--- src/rtl/ntt_pkg.sv ---
// ============================================================================
// Module : ntt_pkg
// Brief  : Shared NTT frame constants and the 3-bit index reversal helper.
// Rev    : 1.0 - initial release
// ============================================================================
`default_nettype none

package ntt_pkg;

    localparam int COEF_W     = 8;
    localparam int FRAME_N    = 8;
    localparam int FRAME_LOG2 = 3;

    function automatic logic [FRAME_LOG2-1:0] bitrev3(input logic [FRAME_LOG2-1:0] k);
        return {k[0], k[1], k[2]};
    endfunction

endpackage

`default_nettype wire

--- src/rtl/vec_bit_reversal.sv ---
// ============================================================================
// Module : vec_bit_reversal
// Brief  : Pure-wiring permutation of 8 lanes into bit-reversed lane order.
// Rev    : 1.0 - initial release
// ============================================================================
`default_nettype none

module vec_bit_reversal
    import ntt_pkg::*;
#(
    parameter int WIDTH = COEF_W
) (
    input  logic [WIDTH*FRAME_N-1:0] vec_in,
    output logic [WIDTH*FRAME_N-1:0] vec_out
);

    // Lane k takes source lane bitrev3(k); the source index is elaborated per lane.
    for (genvar k = 0; k < FRAME_N; k++) begin : g_lane
        localparam int SRC = ((k & 1) << 2) | (k & 2) | ((k >> 2) & 1);
        assign vec_out[k*WIDTH +: WIDTH] = vec_in[SRC*WIDTH +: WIDTH];
    end

endmodule

`default_nettype wire

--- src/rtl/bitrev_stream_ctrl.sv ---
// ============================================================================
// Module : bitrev_stream_ctrl
// Brief  : Ping-pong frame buffer streaming 8-coefficient frames out in
//          bit-reversed order at one beat per cycle.
// Rev    : 1.0 - initial release
// ============================================================================
`default_nettype none

module bitrev_stream_ctrl
    import ntt_pkg::*;
#(
    parameter int WIDTH = COEF_W,
    parameter int N     = FRAME_N
) (
    input  logic             clk,
    input  logic             rst,
    input  logic             in_valid,
    output logic             in_ready,
    input  logic [WIDTH-1:0] in_data,
    output logic             out_valid,
    input  logic             out_ready,
    output logic [WIDTH-1:0] out_data,
    output logic             out_last,
    output logic [15:0]      frames_done
);

    localparam int LOG2N = FRAME_LOG2;

    logic [WIDTH-1:0]   r_bank [2][N];
    logic [1:0]         r_bank_full;
    logic               r_wr_bank;
    logic [LOG2N-1:0]   r_wr_idx;
    logic               r_rd_bank;
    logic [LOG2N-1:0]   r_rd_idx;
    logic [15:0]        r_frames_done;

    logic [WIDTH*N-1:0] w_vec_in;
    logic [WIDTH*N-1:0] w_vec_out;
    logic [WIDTH-1:0]   w_perm [N];
    logic               w_wr_fire;
    logic               w_wr_wrap;
    logic               w_rd_fire;
    logic               w_rd_wrap;

    always_comb begin
        w_vec_in = '0;
        for (int i = 0; i < N; i++) begin
            w_vec_in[i*WIDTH +: WIDTH] = r_bank[r_rd_bank][i];
        end
    end

    vec_bit_reversal #(
        .WIDTH   (WIDTH)
    ) u_vec_bit_reversal (
        .vec_in  (w_vec_in),
        .vec_out (w_vec_out)
    );

    always_comb begin
        for (int i = 0; i < N; i++) begin
            w_perm[i] = w_vec_out[i*WIDTH +: WIDTH];
        end
    end

    // All outputs decode registered state only; no input reaches an output.
    assign in_ready    = !r_bank_full[r_wr_bank];
    assign out_valid   = r_bank_full[r_rd_bank];
    assign out_data    = w_perm[r_rd_idx];
    assign out_last    = out_valid && (r_rd_idx == LOG2N'(N-1));
    assign frames_done = r_frames_done;

    assign w_wr_fire = in_valid && in_ready;
    assign w_wr_wrap = w_wr_fire && (r_wr_idx == LOG2N'(N-1));
    assign w_rd_fire = out_valid && out_ready;
    assign w_rd_wrap = w_rd_fire && (r_rd_idx == LOG2N'(N-1));

    always_ff @(posedge clk) begin
        if (rst) begin
            for (int b = 0; b < 2; b++) begin
                for (int i = 0; i < N; i++) begin
                    r_bank[b][i] <= '0;
                end
            end
            r_bank_full   <= '0;
            r_wr_bank     <= 1'b0;
            r_wr_idx      <= '0;
            r_rd_bank     <= 1'b0;
            r_rd_idx      <= '0;
            r_frames_done <= '0;
        end else begin
            if (w_wr_fire) begin
                r_bank[r_wr_bank][r_wr_idx] <= in_data;
                r_wr_idx                    <= r_wr_idx + 1'b1;
                if (w_wr_wrap) begin
                    r_wr_bank <= ~r_wr_bank;
                end
            end
            if (w_rd_fire) begin
                r_rd_idx <= r_rd_idx + 1'b1;
                if (w_rd_wrap) begin
                    r_rd_bank     <= ~r_rd_bank;
                    r_frames_done <= r_frames_done + 16'd1;
                end
            end
            // A bank is only ever the write target while empty and the read
            // target while full, so set and clear never collide on one bank.
            for (int b = 0; b < 2; b++) begin
                if (w_wr_wrap && (r_wr_bank == 1'(b))) begin
                    r_bank_full[b] <= 1'b1;
                end
                if (w_rd_wrap && (r_rd_bank == 1'(b))) begin
                    r_bank_full[b] <= 1'b0;
                end
            end
        end
    end

endmodule

`default_nettype wire
--- config.mk ---
export PLATFORM = sky130hd
export DESIGN_NAME = bitrev_stream_ctrl
export DESIGN_NICKNAME = d
export VERILOG_FILES = /design/src/rtl/ntt_pkg.sv /design/src/rtl/vec_bit_reversal.sv /design/src/rtl/bitrev_stream_ctrl.sv
export SDC_FILE = /design/constraint.sdc
export NUM_CORES = 1
export LEC_CHECK = 0
export ABC_AREA = 1
export CAP_MARGIN = 20
export CELL_PAD_IN_SITES_DETAIL_PLACEMENT = 1
export CELL_PAD_IN_SITES_GLOBAL_PLACEMENT = 2
export CORE_MARGIN = 3
export CORE_UTILIZATION = 35
export DETAILED_ROUTE_END_ITERATION = 8
export PLACE_DENSITY_LB_ADDON = 0.12
export SLEW_MARGIN = 10
export SYNTH_ARGS = -nofsm -noshare
export SYNTH_HDL_FRONTEND = slang
export SYNTH_SLANG_ARGS = --single-unit
--- constraint.sdc ---
create_clock -name clk -period 1.9 [get_ports clk]
set_input_delay 0.38 -clock clk [delete_from_list [all_inputs] [get_ports clk]]
set_output_delay 0.38 -clock clk [all_outputs]
set_load 0.01 [all_outputs]
==> results of run 1 <==
## logic make-up (layout without fill, tap and decap cells)
kind of cell	after synthesis	after routing	synth area share
fa+ha+maj	5	5	0.00895
compound gates	133	133	0.107
simple gates	299	299	0.179
flops	155	155	0.627
buf+inv	138	253	0.0757
xor+xnor	2	2	0.00251
## per-stage QoR
step / power, mW / cell area (µm²)
floorplan: 4.18 / 7010
global placement: 4.49 / 8340
detailed placement: 4.50 / 8340
CTS: 8.01 / 9260
global route: 8.21 / 9270
finish: 7.93 / 9270
## flip-flops by register name (all words and copies together) (netlist names), named ones only
| register | cells |
|---|---|
| r_wr_bank | 1 |
| r_rd_bank | 1 |
| r_bank | 128 |
| r_wr_idx | 3 |
| r_rd_idx | 3 |
| r_bank_full | 2 |
| frames_done | 16 |
## power breakdown
part	leakage [nW]	internal (mW)	switching [mW]
Clock	0.295	2.09	1.42
Sequential	1.54	3.84	0.0511
Combinational	1.79	0.197	0.337
Total	3.63	6.12	1.80
## cell type report
cell class / instances / area, µm²
Clock buffer: 22 / 518
Clock inverter: 10 / 101
Sequential cell: 155 / 4390
Tap cell: 265 / 332
Inverter: 105 / 394
Timing Repair Buffer: 116 / 1280
Fill cell: 2223 / 10300
Multi-Input combinational cell: 439 / 2240
## worst max path at each step
stage	from	end	slack [ns]
4_1_cts	flip-flop	out_data[4]	-0.25
3_5_place_dp	flip-flop	out_data[2]	-0.15
2_1_floorplan	r_wr_bank	r_bank[1][56]	-0.21
6_report	flip-flop	out_data[2]	-0.25
3_3_place_gp	flip-flop	out_data[7]	-0.15
5_1_grt	flip-flop	out_data[2]	-0.31
## worst reg2reg max path, stage by stage (launching register included)
cell,delay (ns)
dfxtp_4,0.39
buf_4,0.13
ha_2,0.17
ha_2,0.19
buf_4,0.11
nand3_2,0.12
inv_2,0.20
nand2_1,0.11
o21ai_0,0.19
nor2_1,0.07
## what timing repair did
| item | CTS | global route |
|---|---|---|
| gates cloned | 5 | 1 |
| setup endpoints to repair | 24 | 28 |
| gates resized for setup | 94 | 24 |
| endpoints found under the hold margin | 0 | 0 |
| buffers inserted | 5 | 0 |
| pin swaps | 35 | 23 |
## metal layers
| metal | vias up | routed length, µm | track usage |
|---|---|---|---|
| li1 | 2658 | - | - |
| met1 | 2763 | 9440 | 0.264 |
| met5 | - | 0 | 0 |
| met2 | 117 | 10800 | 0.355 |
| met3 | 22 | 869 | 0.0410 |
| met4 | 0 | 320 | 0.0527 |
## synthesized netlist by cell type
| library cell | n |
|---|---|
| edfxtp_1 | 128 |
| nand2_1 | 111 |
| nor2_1 | 111 |
| inv_1 | 102 |
| nand3_1 | 64 |
| a21oi_1 | 52 |
| o21ai_0 | 47 |
| o211ai_1 | 32 |
| dfxtp_1 | 27 |
| clkbuf_1 | 23 |
| nand2_2 | 7 |
| buf_1 | 6 |
| ha_1 | 5 |
| buf_2 | 3 |
| clkinv_1 | 3 |
| nor3_1 | 2 |
| xor2_1 | 2 |
| a21oi_2 | 1 |
| a31oi_1 | 1 |
| and3_1 | 1 |
| buf_6 | 1 |
| nand4_1 | 1 |
| nand4_2 | 1 |
| nor3_4 | 1 |
==> flow_summary.json, run 1 <==
{
  "status": "finished with violations",
  "violations": "negative setup slack",
  "postCtsHoldBufs": 0,
  "worst-endpoint-required_ns": 1.52,
  "final_common_cell": "edfxtp_1",
  "grt_max_degree": 32,
  "cts_sinks": 155,
  "numCtsBuffers": 17,
  "whs_endpoint": "r_bank_full[1]",
  "relSlewSlack": 0.711,
  "rows": 51,
  "hp-start": "r_bank_full[1]",
  "worst-path-stages": 7,
  "critical_path_buf_inv_count": 3,
  "htree_levels": 4,
  "syn_inst": 732,
  "cap_viol_max_count": 0,
  "cp_max_fo": 8,
  "detail-route-antenna-nets": 0,
  "dp.cells": 1072,
  "clock.fmax_mhz": 465,
  "setup_ws_ns": -0.250,
  "crit_type": "flip-flop to output pin",
  "synth_area_um2": 6990,
  "hold_slack_ns": 0.486,
  "place_hpwl_um": 14700,
  "grt_pass1_wl_um": 33300,
  "worst_pin_slew_ns": 0.433,
  "path_delay_family": "buffers and inverters",
  "die_y_um": 147,
  "power_leakage_nw": 3.63,
  "n_antenna_cell": 0,
  "critPathLaunchType": "flip-flop",
  "clkLatencyLatePin_ns": 0.43,
  "period_share": 1.13,
  "syn_area_per_cell_um2": 9.55,
  "fin_skew_ns": 0.0122,
  "path_cells": "buf_12, clkbuf_16, o211ai_1, nand3_1, nand3_2, nand2_2, buf_6",
  "instances_no_fill": 1112,
  "grt_usage": 0.205,
  "synth_area_leaders": "edfxtp_1 (55%), dfxtp_1 (7.7%), nand2_1 (6.0%), nor2_1 (6.0%), inv_1 (5.5%)",
  "rrSetupSlack_ns": 0.13,
  "grt_setup_unrepaired": "true",
  "cts_buffer_depth": 2,
  "setup_tns_ns": -1.64,
  "place_congestion": 0.798,
  "worst_r2r_endpoint": "frames_done[5]",
  "grt-ovfl-total": 0,
  "fin_nets": 851,
  "die_x_um": 147,
  "via_count": 5560,
  "synth_cell_types": 24,
  "yosys.area.top_type_share": 0.550,
  "hold_path_depth": 2,
  "r2r-start": "r_rd_idx[0]",
  "core_um2": 19500,
  "wl_per_cell_um": 19.3,
  "antenna_found_initial": 0,
  "cp_slowest_stage_delay_ns": 0.41,
  "first_pass_iters": 4,
  "irDropWorstVdd_v": 0.000594,
  "cts_root_buffer": "clkbuf_16",
  "ios": 39,
  "final-hold-violation-count": 0,
  "yosys.area.top_type": "edfxtp_1",
  "drive_gt1_frac": 0.209,
  "slew_viol_final": 0,
  "slowest_stage": "dfxtp_4",
  "hold_path_class": "flip-flop to flip-flop",
  "yosysWarnings": 0,
  "layout_common_cells": "edfxtp_1 (128), nor2_1 (107), inv_1 (101)",
  "drc": 0,
  "cts_tree": "built",
  "reg2reg_depth": 9,
  "pre_cts_ws_ns": -0.147,
  "die_area_um2": 21700,
  "synth_fp_nets": 749,
  "cp.arrival_ns": 1.77,
  "first_iter_violations": 308,
  "synthToLayoutAreaGrowth_pct": 32.5,
  "setup_viol": 9,
  "path_clk_slew_ns": 0.06,
  "cp-end-kind": "output pin",
  "grt_pass1_vias": 5775,
  "numPortBuffers": 38,
  "drt_wl_total_um": 21500,
  "vias_per_cell": 5.00,
  "ys_seq_area_frac": 0.627,
  "utilization": 0.474,
  "p_per_area_nw_per_um2": 855,
  "period_minus_slack_ns": 2.15,
  "initial_core_util": 0.358,
  "ys_ff_latch": 155
}
No activity file was read; power rests on OpenSTA's default activity.
==> inputs of run 2 (changes only) <==
--- a/config.mk
+++ b/config.mk
@@ -13,6 +13,7 @@
 export CORE_UTILIZATION = 35
 export DETAILED_ROUTE_END_ITERATION = 8
 export PLACE_DENSITY_LB_ADDON = 0.12
+export SETUP_SLACK_MARGIN = 0.15
 export SLEW_MARGIN = 10
 export SYNTH_ARGS = -nofsm -noshare
 export SYNTH_HDL_FRONTEND = slang
==> run 2 against run 1 <==
  * The run still ends with negative setup slack left
  * Total power up 2.1%
  * Clock power up 4%
  * Die area unchanged
  * Via count up 0.94%
  * Maximum frequency down 4.7%
  * Worst hold slack better by 0.0023 ns
  * Critical path type unchanged
  * Largest cell class unchanged
==> flow_summary.json, run 2 (same netlist as run 1, synthesis figures left out) <==
{
  "status": "finished with violations",
  "violations": "negative setup slack",
  "grt_setup_unrepaired": "true",
  "path_clk_slew_ns": 0.06,
  "cts_sinks": 155,
  "cts_root_buffer": "clkbuf_16",
  "wl_per_cell_um": 19.2,
  "grt_max_degree": 35,
  "drive_gt1_frac": 0.257,
  "detail-route-antenna-nets": 0,
  "fin_skew_ns": 0.00626,
  "rows": 51,
  "placed_area_um2": 8460,
  "first_iter_violations": 287,
  "clkLatencyLatePin_ns": 0.43,
  "path_delay_family": "buffers and inverters",
  "critical_path_buf_inv_count": 4,
  "cap_viol_max_count": 0,
  "core_um2": 19500,
  "n_antenna_cell": 0,
  "ios": 39,
  "synthToLayoutAreaGrowth_pct": 40.4,
  "place_hpwl_um": 14800,
  "vias_per_cell": 4.99,
  "reg2reg_depth": 10,
  "final_common_cell": "edfxtp_1",
  "netSwitchingPower_mw": 1.83,
  "numCtsBuffers": 17,
  "layout_common_cells": "edfxtp_1 (128), nor2_1 (107), inv_1 (96)",
  "cp.arrival_ns": 1.88,
  "grt_usage": 0.208,
  "worst-path-stages": 8,
  "period_minus_slack_ns": 2.26,
  "htree_levels": 4,
  "clock.fmax_mhz": 443,
  "largest_reg_flops": 128,
  "power_leakage_nw": 3.96,
  "period_share": 1.19,
  "postCtsHoldBufs": 0,
  "p_int_mw": 6.27,
  "critPathLaunchType": "flip-flop",
  "r2r-start": "r_rd_idx[0]",
  "whs_endpoint": "r_bank_full[0]",
  "irDropWorstVdd_v": 0.000628,
  "p_per_area_nw_per_um2": 825,
  "cp-end-kind": "output pin",
  "switching_share": 0.226,
  "utilization": 0.503,
  "worst-endpoint-required_ns": 1.52,
  "final_area_um2": 9820,
  "p_total_mw": 8.10,
  "antenna_found_initial": 1,
  "instances_no_fill": 1124,
  "drt_wl_total_um": 21600,
  "cp_slowest_stage_delay_ns": 0.36,
  "drc": 0,
  "die_x_um": 147,
  "initial_core_util": 0.358,
  "hold_path_depth": 2,
  "path_cells": "buf_12, buf_12, buf_16, o211ai_1, nand3_1, nand3_2, nand2_1, buf_2",
  "setup_viol": 9,
  "grt_pass1_vias": 6235,
  "slowest_stage": "dfxtp_4",
  "place_congestion": 0.797,
  "die_area_um2": 21700,
  "hold_slack_ns": 0.488,
  "cts_buffer_depth": 2,
  "numPortBuffers": 38,
  "fin_nets": 863,
  "setup_ws_ns": -0.357,
  "die_y_um": 147,
  "grt_pass1_wl_um": 34200,
  "rrSetupSlack_ns": 0.22,
  "fillers": 2187,
  "hp-start": "r_bank_full[0]",
  "cp_max_fo": 6,
  "grt-ovfl-total": 0,
  "hold_path_class": "flip-flop to flip-flop",
  "clock_power_share": 0.448,
  "first_pass_iters": 4,
  "via_count": 5612,
  "worst_pin_slew_ns": 0.524,
  "seq_power_share": 0.481,
  "worst_r2r_endpoint": "frames_done[14]",
  "largest_register": "r_bank",
  "power_frac_comb": 0.071,
  "slew_viol_final": 0,
  "relSlewSlack": 0.649,
  "dp.cells": 1070,
  "final-hold-violation-count": 0,
  "crit_type": "flip-flop to output pin",
  "cp_common_cell": "buf_12",
  "cts_tree": "built"
}
-- run 2: worst min-delay path: stages, from the launching register on --
cell and delay [ns]:
dfxtp_2 0.34, inv_1 0.06, a21oi_1 0.05
-- run 2: layout make-up --
cell class	count	area (µm²)	area share
sequential	155	4400	0.448
timing repair buffer	128	1590	0.162
clock buffer	17	425	0.0433
clock inverter	15	198	0.0201
tap	265	332	0.0338
multi-input combinational	439	2470	0.252
inverter	105	397	0.0404
-- run 2: how the worst max path moves through the flow --
stage,end
final,out_data[5]
after CTS,out_data[5]
after global placement,out_data[1]
after detailed placement,out_data[1]
after floorplan,r_bank[0][16]
after global routing,out_data[5]
-- run 2: repair_timing --
action	in CTS	in global routing
setup buffers	10	2
pin swaps	47	22
endpoints found under the setup margin	38	103
gates cloned	9	1
gates resized for setup	128	54
-- run 2: power by group through the flow --
stage	Clock (mW)	Sequential, mW	Combinational [mW]
after floorplan	0	3.94	0.251
after global placement	0	3.96	0.541
after detailed placement	0	3.96	0.552
after CTS	3.69	3.89	0.564
after global routing	3.82	3.90	0.632
final	3.63	3.89	0.579
-- run 2: layer usage --
metal  GRT usage  vias up  routed length [µm]
met4      0.0825        2                 631
li1            -     2699                   -
met2       0.375      110               11300
met5           0        -                  11
met1       0.245     2760                8940
met3      0.0373       41                 733
-- run 2: metrics by stage --
step                TNS (ns)  setup slack, ns
floorplan                  0           0.0683
finish                 -2.56           -0.357
global placement       -3.09           -0.163
global route           -3.21           -0.430
CTS                    -2.65           -0.346
detailed placement     -6.06           -0.185
==> inputs of run 3 (changes only) <==
--- a/config.mk
+++ b/config.mk
@@ -9,7 +9,6 @@
 export CAP_MARGIN = 20
 export CELL_PAD_IN_SITES_DETAIL_PLACEMENT = 1
 export CELL_PAD_IN_SITES_GLOBAL_PLACEMENT = 2
-export CORE_MARGIN = 3
 export CORE_UTILIZATION = 35
 export DETAILED_ROUTE_END_ITERATION = 8
 export PLACE_DENSITY_LB_ADDON = 0.12
==> run 3 against run 2 <==
  * The flow still finishes with violations (negative setup slack)
  * Register-to-register slack hardly changed
  * Highest routed layer is now met4
  * Clock-buffer cell count stayed put
  * Wire length is 2.0% lower
  * Via count is 1.7% lower
  * Critical path type unchanged
  * First-iteration DRC count is 14% lower
  * Largest cell class unchanged
==> flow_summary.json, run 3 (same netlist as run 1, synthesis figures left out) <==
{
  "slowest_stage": "dfxtp_4",
  "grt_usage": 0.224,
  "hp-start": "r_bank_full[1]",
  "ios": 39,
  "r2r-start": "r_rd_idx[0]",
  "numCtsBuffers": 17,
  "power_frac_comb": 0.068,
  "final_area_um2": 9260,
  "antenna_found_initial": 1,
  "cp-endpoint": "out_data[4]",
  "cts_tree": "built",
  "htree_levels": 4,
  "irDropWorstVdd_v": 0.000675,
  "grt-ovfl-total": 0,
  "place_hpwl_um": 15000,
  "initial_core_util": 0.358,
  "seqCellArea_um2": 4400,
  "layout_common_cells": "edfxtp_1 (128), nor2_1 (105), nand2_1 (99)",
  "hold_path_class": "flip-flop to flip-flop",
  "reg2reg_depth": 9,
  "via_count": 5517,
  "worst_r2r_endpoint": "frames_done[14]",
  "clock.fmax_mhz": 455,
  "status": "finished with violations",
  "dp.cells": 1066,
  "largest_register": "r_bank",
  "grt_pass1_vias": 5915,
  "power_leakage_nw": 3.70,
  "slew_viol_final": 0,
  "path_cells": "buf_12, buf_12, clkbuf_16, o211ai_1, nand3_1, nand3_1, nand2_1, buf_2",
  "p_int_mw": 5.84,
  "place_congestion": 0.783,
  "crit_type": "flip-flop to output pin",
  "cp_slowest_stage_delay_ns": 0.36,
  "cp-end-kind": "output pin",
  "wl_per_cell_um": 19.1,
  "rrSetupSlack_ns": 0.23,
  "fillers": 2209,
  "p_per_area_nw_per_um2": 829,
  "switching_share": 0.239,
  "setup_viol": 9,
  "first_iter_violations": 248,
  "fin_skew_ns": 0.00601,
  "drt_wl_total_um": 21200,
  "period_share": 1.16,
  "vias_per_cell": 4.97,
  "cts_buffer_depth": 2,
  "grt_setup_unrepaired": "true",
  "period_minus_slack_ns": 2.20,
  "numPortBuffers": 38,
  "cts_sinks": 155,
  "relSlewSlack": 0.682,
  "final_common_cell": "edfxtp_1",
  "utilization": 0.474,
  "first_pass_iters": 4,
  "postCtsHoldBufs": 0,
  "placed_area_um2": 8290,
  "seq_power_share": 0.508,
  "clkLatencyLatePin_ns": 0.43,
  "grt_max_degree": 33,
  "instances_no_fill": 1111,
  "violations": "negative setup slack",
  "detail-route-antenna-nets": 0,
  "drive_gt1_frac": 0.226,
  "worst-endpoint-required_ns": 1.52,
  "rows": 51,
  "critPathLaunchType": "flip-flop",
  "path_clk_slew_ns": 0.06,
  "hold_slack_ns": 0.485,
  "pre_cts_ws_ns": -0.185,
  "largest_reg_flops": 128,
  "final-hold-violation-count": 0,
  "netSwitchingPower_mw": 1.84,
  "fin_nets": 849,
  "die_x_um": 143,
  "clock_power_share": 0.425,
  "die_y_um": 143,
  "cp_max_fo": 6,
  "synthToLayoutAreaGrowth_pct": 32.4,
  "core_um2": 19500,
  "drc": 0,
  "grt_pass1_wl_um": 33000,
  "worst_pin_slew_ns": 0.476,
  "die_area_um2": 20500,
  "setup_ws_ns": -0.297,
  "cts_root_buffer": "clkbuf_16",
  "multiInputGateArea_um2": 2360,
  "cap_viol_max_count": 0,
  "cp.arrival_ns": 1.82
}
run 3: worst max-delay path: cells and delay by family, from the launching register on:
kind / cells / cell delay (ns)
DFF: 1 / 0.36
buffers and inverters: 4 / 0.57
AOI/OAI and AO/OA: 1 / 0.17
and+or+nand+nor: 3 / 0.29
run 3: per-stage QoR:
step / total power, mW / setup TNS, ns
3_3_place_gp: 4.46 / -10.21
6_report: 7.67 / -2.25
5_1_grt: 7.92 / -3.08
3_5_place_dp: 4.48 / -14.35
2_1_floorplan: 4.19 / 0
4_1_cts: 7.73 / -2.39
run 3: timing repair:
item | in CTS | in global routing
resized for setup | 104 | 27
pin swaps | 27 | 17
cloned | 5 | 1
buffers inserted | 6 | 0
endpoints found under the setup margin | 104 | 119
run 3: final cells by class:
| cell class | instances | area share |
|---|---|---|
| Tap cell | 265 | 0.0358 |
| Sequential cell | 155 | 0.475 |
| Timing Repair Buffer | 114 | 0.129 |
| Multi-Input combinational cell | 439 | 0.255 |
| Clock buffer | 17 | 0.0459 |
| Antenna cell | 1 | 0.000270 |
| Clock inverter | 15 | 0.0150 |
| Inverter | 105 | 0.0436 |
run 3: worst min path at each step:
stage / end / slack [ns] / cells after the start
floorplan: r_bank_full[1] / 0.46 / 2
global placement: frames_done[2] / 0.47 / 2
detailed placement: r_bank_full[1] / 0.48 / 2
CTS: r_bank_full[1] / 0.49 / 2
global route: r_bank_full[1] / 0.51 / 2
finish: r_bank_full[1] / 0.48 / 2
run 3: power by group through the flow:
stage          Clock [mW]  Sequential [mW]  Combinational, mW
6_report             3.26             3.90              0.519
3_5_place_dp            0             3.97              0.510
3_3_place_gp            0             3.96              0.497
4_1_cts              3.32             3.89              0.517
5_1_grt              3.44             3.91              0.571
2_1_floorplan           0             3.94              0.251
run 3: per-layer routing:
metal  track usage  vias up  wire length (µm)
li1              -     2670                 -
met5             0        -                 0
met2         0.396       79             10900
met4        0.0711        0               336
met1         0.281     2745              9160
met3        0.0343       23               846
